[src/rtl/cpu_clk_pkg.sv]
// Shared types and defaults for the 6502 clock/reset/interrupt sequencer.
package cpu_clk_pkg;

  typedef enum logic {
    SEQ_HOLD = 1'b0,
    SEQ_RUN  = 1'b1
  } seq_state_t;

  typedef enum logic [1:0] {
    NMI_IDLE  = 2'd0,
    NMI_ARMED = 2'd1,
    NMI_PULSE = 2'd2
  } nmi_state_t;

  localparam int DEF_PHI_HALF    = 10;
  localparam int DEF_RES_CYCLES  = 5;
  localparam int DEF_N_IRQ       = 4;
  localparam int DEF_SYNC_STAGES = 2;
  localparam int DEF_NMI_PHI     = 2;

  // Never returns less than 1 so it can size a vector directly.
  function automatic int CLOG2(input int n);
    int r;
    r = 1;
    for (int i = 1; i < 32; i++) begin
      if ((1 << i) < n) r = i + 1;
    end
    return r;
  endfunction

endpackage

[src/rtl/sync_ff.sv]
// Multi-bit flop-chain synchroniser for asynchronous inputs.
module sync_ff #(
  parameter int STAGES = 2,
  parameter int W      = 1
) (
  input  logic         clk,
  input  logic         res,
  input  logic [W-1:0] d,
  output logic [W-1:0] q
);

  logic [W-1:0] stage [STAGES];

  always_ff @(posedge clk) begin
    if (res) begin
      for (int i = 0; i < STAGES; i++) stage[i] <= '0;
    end else begin
      stage[0] <= d;
      for (int i = 1; i < STAGES; i++) stage[i] <= stage[i-1];
    end
  end

  assign q = stage[STAGES-1];

endmodule

[src/rtl/cpu_clock_reset_gen.sv]
// Drives phi, cpu_res_n, irq_n, nmi_n and rdy of a chip_6502 core from clk.
// CPU-facing irq/nmi/rdy levels only change on phi-fall edges.
//   state     | meaning
//   SEQ_HOLD  | cpu_res_n low, counting RES_CYCLES phi falls
//   SEQ_RUN   | CPU running, irq/nmi/rdy follow their sources
//   NMI_IDLE  | no NMI request outstanding
//   NMI_ARMED | edge captured, waiting for the next phi fall
//   NMI_PULSE | nmi_n low until NMI_PHI phi falls have passed
module cpu_clock_reset_gen
  import cpu_clk_pkg::*;
#(
  parameter int PHI_HALF    = DEF_PHI_HALF,
  parameter int RES_CYCLES  = DEF_RES_CYCLES,
  parameter int N_IRQ       = DEF_N_IRQ,
  parameter int SYNC_STAGES = DEF_SYNC_STAGES,
  parameter int NMI_PHI     = DEF_NMI_PHI
) (
  input  logic             clk,
  input  logic             res,
  input  logic             soft_res,
  input  logic [N_IRQ-1:0] irq_src,
  input  logic [N_IRQ-1:0] irq_mask,
  input  logic             nmi_src,
  input  logic             rdy_in,
  output logic             phi,
  output logic             phi_rise,
  output logic             phi_fall,
  output logic             cpu_res_n,
  output logic             irq_n,
  output logic             nmi_n,
  output logic             rdy,
  output logic [N_IRQ-1:0] irq_pending
);

  localparam int CW = CLOG2(PHI_HALF);
  localparam int HW = CLOG2(RES_CYCLES + 1);
  localparam int NW = CLOG2(NMI_PHI + 1);
  localparam logic [CW-1:0] CNT_LAST  = CW'(PHI_HALF - 1);
  localparam logic [HW-1:0] HOLD_LOAD = HW'(RES_CYCLES);
  localparam logic [NW-1:0] NMI_LOAD  = NW'(NMI_PHI);

  logic [CW-1:0]    div_cnt;
  logic             toggle, fall_now;
  seq_state_t       seq_state, seq_next;
  nmi_state_t       nmi_state, nmi_next;
  logic [HW-1:0]    hold_cnt, hold_next;
  logic [NW-1:0]    nmi_cnt, nmi_cnt_next;
  logic             res_n_next, irq_n_next, nmi_n_next, rdy_next;
  logic [N_IRQ-1:0] irq_sync;
  logic             nmi_sync, nmi_prev, nmi_edge, rdy_sync;

  sync_ff #(.STAGES(SYNC_STAGES), .W(N_IRQ)) u_sync_irq (
    .clk(clk), .res(res), .d(irq_src), .q(irq_sync)
  );

  sync_ff #(.STAGES(SYNC_STAGES), .W(1)) u_sync_nmi (
    .clk(clk), .res(res), .d(nmi_src), .q(nmi_sync)
  );

  sync_ff #(.STAGES(SYNC_STAGES), .W(1)) u_sync_rdy (
    .clk(clk), .res(res), .d(rdy_in), .q(rdy_sync)
  );

  assign toggle   = (div_cnt == CNT_LAST);
  assign fall_now = toggle & phi;
  assign nmi_edge = nmi_sync & ~nmi_prev;

  // The divider never sees soft_res, so phi keeps running through a soft reset.
  always_ff @(posedge clk) begin
    if (res) begin
      div_cnt     <= '0;
      phi         <= 1'b0;
      phi_rise    <= 1'b0;
      phi_fall    <= 1'b0;
      nmi_prev    <= 1'b0;
      irq_pending <= '0;
    end else begin
      div_cnt     <= toggle ? '0 : div_cnt + 1'b1;
      if (toggle) phi <= ~phi;
      phi_rise    <= toggle & ~phi;
      phi_fall    <= fall_now;
      nmi_prev    <= nmi_sync;
      irq_pending <= irq_sync & irq_mask;
    end
  end

  always_ff @(posedge clk) begin
    if (res) begin
      seq_state <= SEQ_HOLD;
      hold_cnt  <= HOLD_LOAD;
      nmi_state <= NMI_IDLE;
      nmi_cnt   <= '0;
      cpu_res_n <= 1'b0;
      irq_n     <= 1'b1;
      nmi_n     <= 1'b1;
      rdy       <= 1'b1;
    end else begin
      seq_state <= seq_next;
      hold_cnt  <= hold_next;
      nmi_state <= nmi_next;
      nmi_cnt   <= nmi_cnt_next;
      cpu_res_n <= res_n_next;
      irq_n     <= irq_n_next;
      nmi_n     <= nmi_n_next;
      rdy       <= rdy_next;
    end
  end

  always_comb begin
    seq_next     = seq_state;
    hold_next    = hold_cnt;
    nmi_next     = nmi_state;
    nmi_cnt_next = nmi_cnt;
    res_n_next   = cpu_res_n;
    irq_n_next   = irq_n;
    nmi_n_next   = nmi_n;
    rdy_next     = rdy;

    case (seq_state)
      SEQ_HOLD: begin
        res_n_next   = 1'b0;
        irq_n_next   = 1'b1;
        nmi_n_next   = 1'b1;
        rdy_next     = 1'b1;
        nmi_next     = NMI_IDLE;
        nmi_cnt_next = '0;
        if (soft_res) begin
          hold_next = HOLD_LOAD;
        end else if (fall_now) begin
          if (hold_cnt <= HW'(1)) begin
            seq_next   = SEQ_RUN;
            hold_next  = '0;
            res_n_next = 1'b1;
          end else begin
            hold_next = hold_cnt - 1'b1;
          end
        end
      end

      SEQ_RUN: begin
        if (soft_res) begin
          seq_next     = SEQ_HOLD;
          hold_next    = HOLD_LOAD;
          res_n_next   = 1'b0;
          irq_n_next   = 1'b1;
          nmi_n_next   = 1'b1;
          rdy_next     = 1'b1;
          nmi_next     = NMI_IDLE;
          nmi_cnt_next = '0;
        end else begin
          if (fall_now) begin
            irq_n_next = ~|irq_pending;
            rdy_next   = rdy_sync;
          end
          case (nmi_state)
            NMI_IDLE: begin
              if (nmi_edge) nmi_next = NMI_ARMED;
            end
            NMI_ARMED: begin
              if (fall_now) begin
                nmi_next     = NMI_PULSE;
                nmi_cnt_next = NMI_LOAD;
                nmi_n_next   = 1'b0;
              end
            end
            NMI_PULSE: begin
              if (fall_now) begin
                if (nmi_cnt <= NW'(1)) begin
                  // An edge landing on the closing fall starts the next request.
                  nmi_next     = nmi_edge ? NMI_ARMED : NMI_IDLE;
                  nmi_cnt_next = '0;
                  nmi_n_next   = 1'b1;
                end else begin
                  nmi_cnt_next = nmi_cnt - 1'b1;
                end
              end
            end
            default: begin
              nmi_next   = NMI_IDLE;
              nmi_n_next = 1'b1;
            end
          endcase
        end
      end

      default: seq_next = SEQ_HOLD;
    endcase
  end

endmodule
[config.mk]
export PLATFORM = sky130hd
export DESIGN_NAME = cpu_clock_reset_gen
export DESIGN_NICKNAME = d
export VERILOG_FILES = /design/src/rtl/cpu_clk_pkg.sv /design/src/rtl/sync_ff.sv /design/src/rtl/cpu_clock_reset_gen.sv
export SDC_FILE = /design/constraint.sdc
export NUM_CORES = 1
export LEC_CHECK = 0
export CORE_ASPECT_RATIO = 1.4
export CORE_MARGIN = 3
export CORE_UTILIZATION = 40
export CTS_BUF_LIST = sky130_fd_sc_hd__clkbuf_16
export DETAILED_ROUTE_END_ITERATION = 8
export PLACE_DENSITY = 0.64
export SYNTH_ARGS = -nofsm -noshare
export SYNTH_HDL_FRONTEND = slang
export SYNTH_SLANG_ARGS = --single-unit
[constraint.sdc]
create_clock -name clk -period 6.6 [get_ports clk]
set_input_delay 0.66 -clock clk [delete_from_list [all_inputs] [get_ports clk]]
set_output_delay 0.66 -clock clk [all_outputs]
set_load 0.02 [all_outputs]
==> flow_metrics.tcl <==
set metrics [dict create \
    ant_nets 0 \
    critPathLaunchType "register" \
    finClkSkew_ps 10.1 \
    synth_top_cell_by_area "dfxtp_1" \
    clock_latency_ps 410 \
    wl_met2_um 5820 \
    yosysSeqAreaShare_pct 44.7 \
    setup_violations 0 \
    drt_iter0_drc 139 \
    cts_setup_buffers 0 \
    reg2reg_to "nmi_cnt[10]$_SDFFE_PP0P_" \
    hold_path_depth 2 \
    netlist_area_um2 5510 \
    yosysTopAreaCellShare_pct 44.7 \
    ys.flop_type "dfxtp_1" \
    root_buffer "clkbuf_16" \
    fill_cells 1292 \
    multi_input_area_um2 2870 \
    ys_ff_latch 123 \
    post_cts_resized 0 \
    area_growth_pct 17.8 \
    core_um2 13500 \
    ir_worst_vdd_mv 0.156 \
    layout.cells.non_filler 829 \
    clk_pin_slew_ps 60 \
    status "completed" \
    cts_num_sinks 123 \
    synth-edff-count 0 \
    hold_class "register to register" \
    reg2regPathDepth 6 \
    grt_pass1_vias 4292 \
    n_antenna_cell 0 \
    portBuffers 23 \
    critical_path.endpoint_type "register" \
    syn_inst 617 \
    grt_pass1_wl_um 19200 \
    critical_path_class "register to register" \
    hold_viol_final 0 \
    tightest_slew_ps 1130 \
    pin_count 24 \
    die_w_um 105 \
    cp.arrival_ps 3700 \
    r2r_setup_slack_ps 3200 \
    holdWs_ps 421 \
    dr_wl_met3_um 241 \
    wl_per_cell_um 13.4 \
    timing.setup.tns_ps 0 \
    critPathRequiredTime_ps 6900 \
    via_count 4471 \
    final_cell_mix "dfxtp_1 (123), nor2_1 (83), xor2_1 (42)" \
    drc 0 \
    layout_setup_ws_ps 3200 \
    drive_gt1_share_pct 9.27 \
    vias_per_cell 5.39 \
    relSlewSlack_pct 24.8 \
    regArea_um2 2460 \
    rr_startpoint "nmi_cnt[2]$_SDFFE_PP0P_" \
    leakagePower_nw 2.72 \
    cts-hold-fix-buffers 0 \
    cts_made_buffers 17 \
    post-place-ws_ps 3170 \
    syn_nets 640 \
    power_mw 1.72 \
    slew_viol_final 0 \
    rows 50 \
    die_h_um 145 \
    layout.nets 657 \
    drt_pass1_iterations 4 \
    cts_tree "yes" \
    grt_usage_pct 15.2 \
    drt-total-wl_um 11100 \
    hold_start "u_sync_irq.stage[0][6]$_SDFF_PP0_" \
    maxCapViolCount 0 \
    ys_types 57 \
    fin_crit_ps 3400 \
    antenna_found_initial 0 \
    yosysWarnings 0 \
    clockBufferDepth 2 \
    mostFrequentLayoutCell "dfxtp_1" \
    dp_hpwl_um 7500 \
    postSynthAreaPerCell_um2 8.92 \
    crit_fanout 31 \
    grt_start_max_net_pins 33 \
    cts_max_level 4 \
    met1_length_um 4870 \
    grt_overflow 0 \
    synthTopCellsByArea "dfxtp_1 (45%), xor2_1 (6.7%), nor2_1 (5.7%)" \
    place_inst 797 \
    hold_end "irq_pending[2]$_SDFF_PP0_" \
    place_congestion 0.810 \
    rsz0062_at_grt "no" \
    die_area_um2 15200 \
    dr.max_layer_used "met4" \
    max_freq_mhz 294 \
    finalCritPeriodShare_pct 51.6 \
    start_util_pct 40.9 \
    async_reset_ff_share_pct 0 \
    power.density_nw_per_um2 266 \
]
[flip-flops by register name, indices dropped and copies added, names as in the netlist, 2 cells and up]
name,cells
div_cnt,32
hold_cnt,32
irq_pending,4
nmi_cnt,32
nmi_state,2
u_sync_irq.stage,8
u_sync_nmi.stage,2
u_sync_rdy.stage,2
[cells by family (layout without fill, tap and decap cells)]
logic type,Yosys count,in the layout,share of synthesized area [%]
AOI/OAI and AO/OA,98,98,11.4
xor gates and xnor gates,53,53,8.43
adders and majority gates,10,10,2.27
buffers and inverters,44,74,3.29
DFF,123,123,44.7
and+or+nand+nor,289,289,29.9
[critical path, stage by stage (launching register included)]
cell and delay, ps:
dfxtp_1 350, nor4_1 510, nand3_1 600, nand4bb_1 460, nand2_1 180, o22a_1 910
o21ba_2 270
[where the power goes]
group / switching, mW / internal (mW) / total [mW]
registers: 0.00296 / 0.748 / 0.751
clock network: 0.369 / 0.572 / 0.941
logic: 0.0165 / 0.0136 / 0.0302
total: 0.389 / 1.33 / 1.72
[worst max-delay path by stage]
stage,from,to,slack (ps)
finish,nmi_cnt[2]$_SDFFE_PP0P_,nmi_cnt[10]$_SDFFE_PP0P_,3200
global route,nmi_cnt[2]$_SDFFE_PP0P_,nmi_cnt[10]$_SDFFE_PP0P_,2850
CTS,nmi_cnt[2]$_SDFFE_PP0P_,nmi_cnt[10]$_SDFFE_PP0P_,3170
detailed placement,nmi_cnt[2]$_SDFFE_PP0P_,nmi_cnt[10]$_SDFFE_PP0P_,3170
global placement,nmi_cnt[2]$_SDFFE_PP0P_,nmi_cnt[10]$_SDFFE_PP0P_,3370
floorplan,div_cnt[1]$_SDFF_PP0_,nmi_cnt[10]$_SDFFE_PP0P_,4410
[metal layers]
metal | vias to the layer above | global-route usage (%)
met5 | - | 0
met4 | 0 | 7.05
met3 | 16 | 3.46
met2 | 59 | 27.7
met1 | 2143 | 16.8
li1 | 2253 | -
[layout make-up]
cell class,count,share of cell area (%)
clock buffers,17,6.56
clock inverters,15,2.70
inverters,14,0.810
multi-input cells,450,44.3
flip-flops and latches,123,38.0
well taps,182,3.51
repair buffers,28,4.13
[cells in the mapped netlist (all sizes together) (2+ instances only)]
| master | number |
|---|---|
| a211oi | 2 |
| a21boi | 3 |
| a21oi | 39 |
| and3 | 6 |
| and4 | 7 |
| buf | 9 |
| clkbuf | 21 |
| dfxtp | 123 |
| ha | 10 |
| inv | 14 |
| nand2 | 21 |
| nand2b | 6 |
| nand3 | 23 |
| nand4 | 26 |
| nand4b | 3 |
| nor2 | 83 |
| nor2b | 15 |
| nor3 | 17 |
| nor4 | 18 |
| o211ai | 2 |
| o21a | 3 |
| o21ai | 17 |
| o31ai | 21 |
| o41ai | 3 |
| or2 | 13 |
| or3 | 22 |
| or4 | 22 |
| xnor2 | 11 |
| xor2 | 42 |
[per-stage QoR]
| stage | utilization [%] | area (um2) |
|---|---|---|
| 5_1_grt | 48.2 | 6480 |
| 3_5_place_dp | 43.7 | 5880 |
| 6_report | 48.2 | 6480 |
| 2_1_floorplan | - | 5510 |
| 3_3_place_gp | 43.7 | 5880 |
| 4_1_cts | 48.2 | 6480 |
Power figures use the tool's default switching activity.
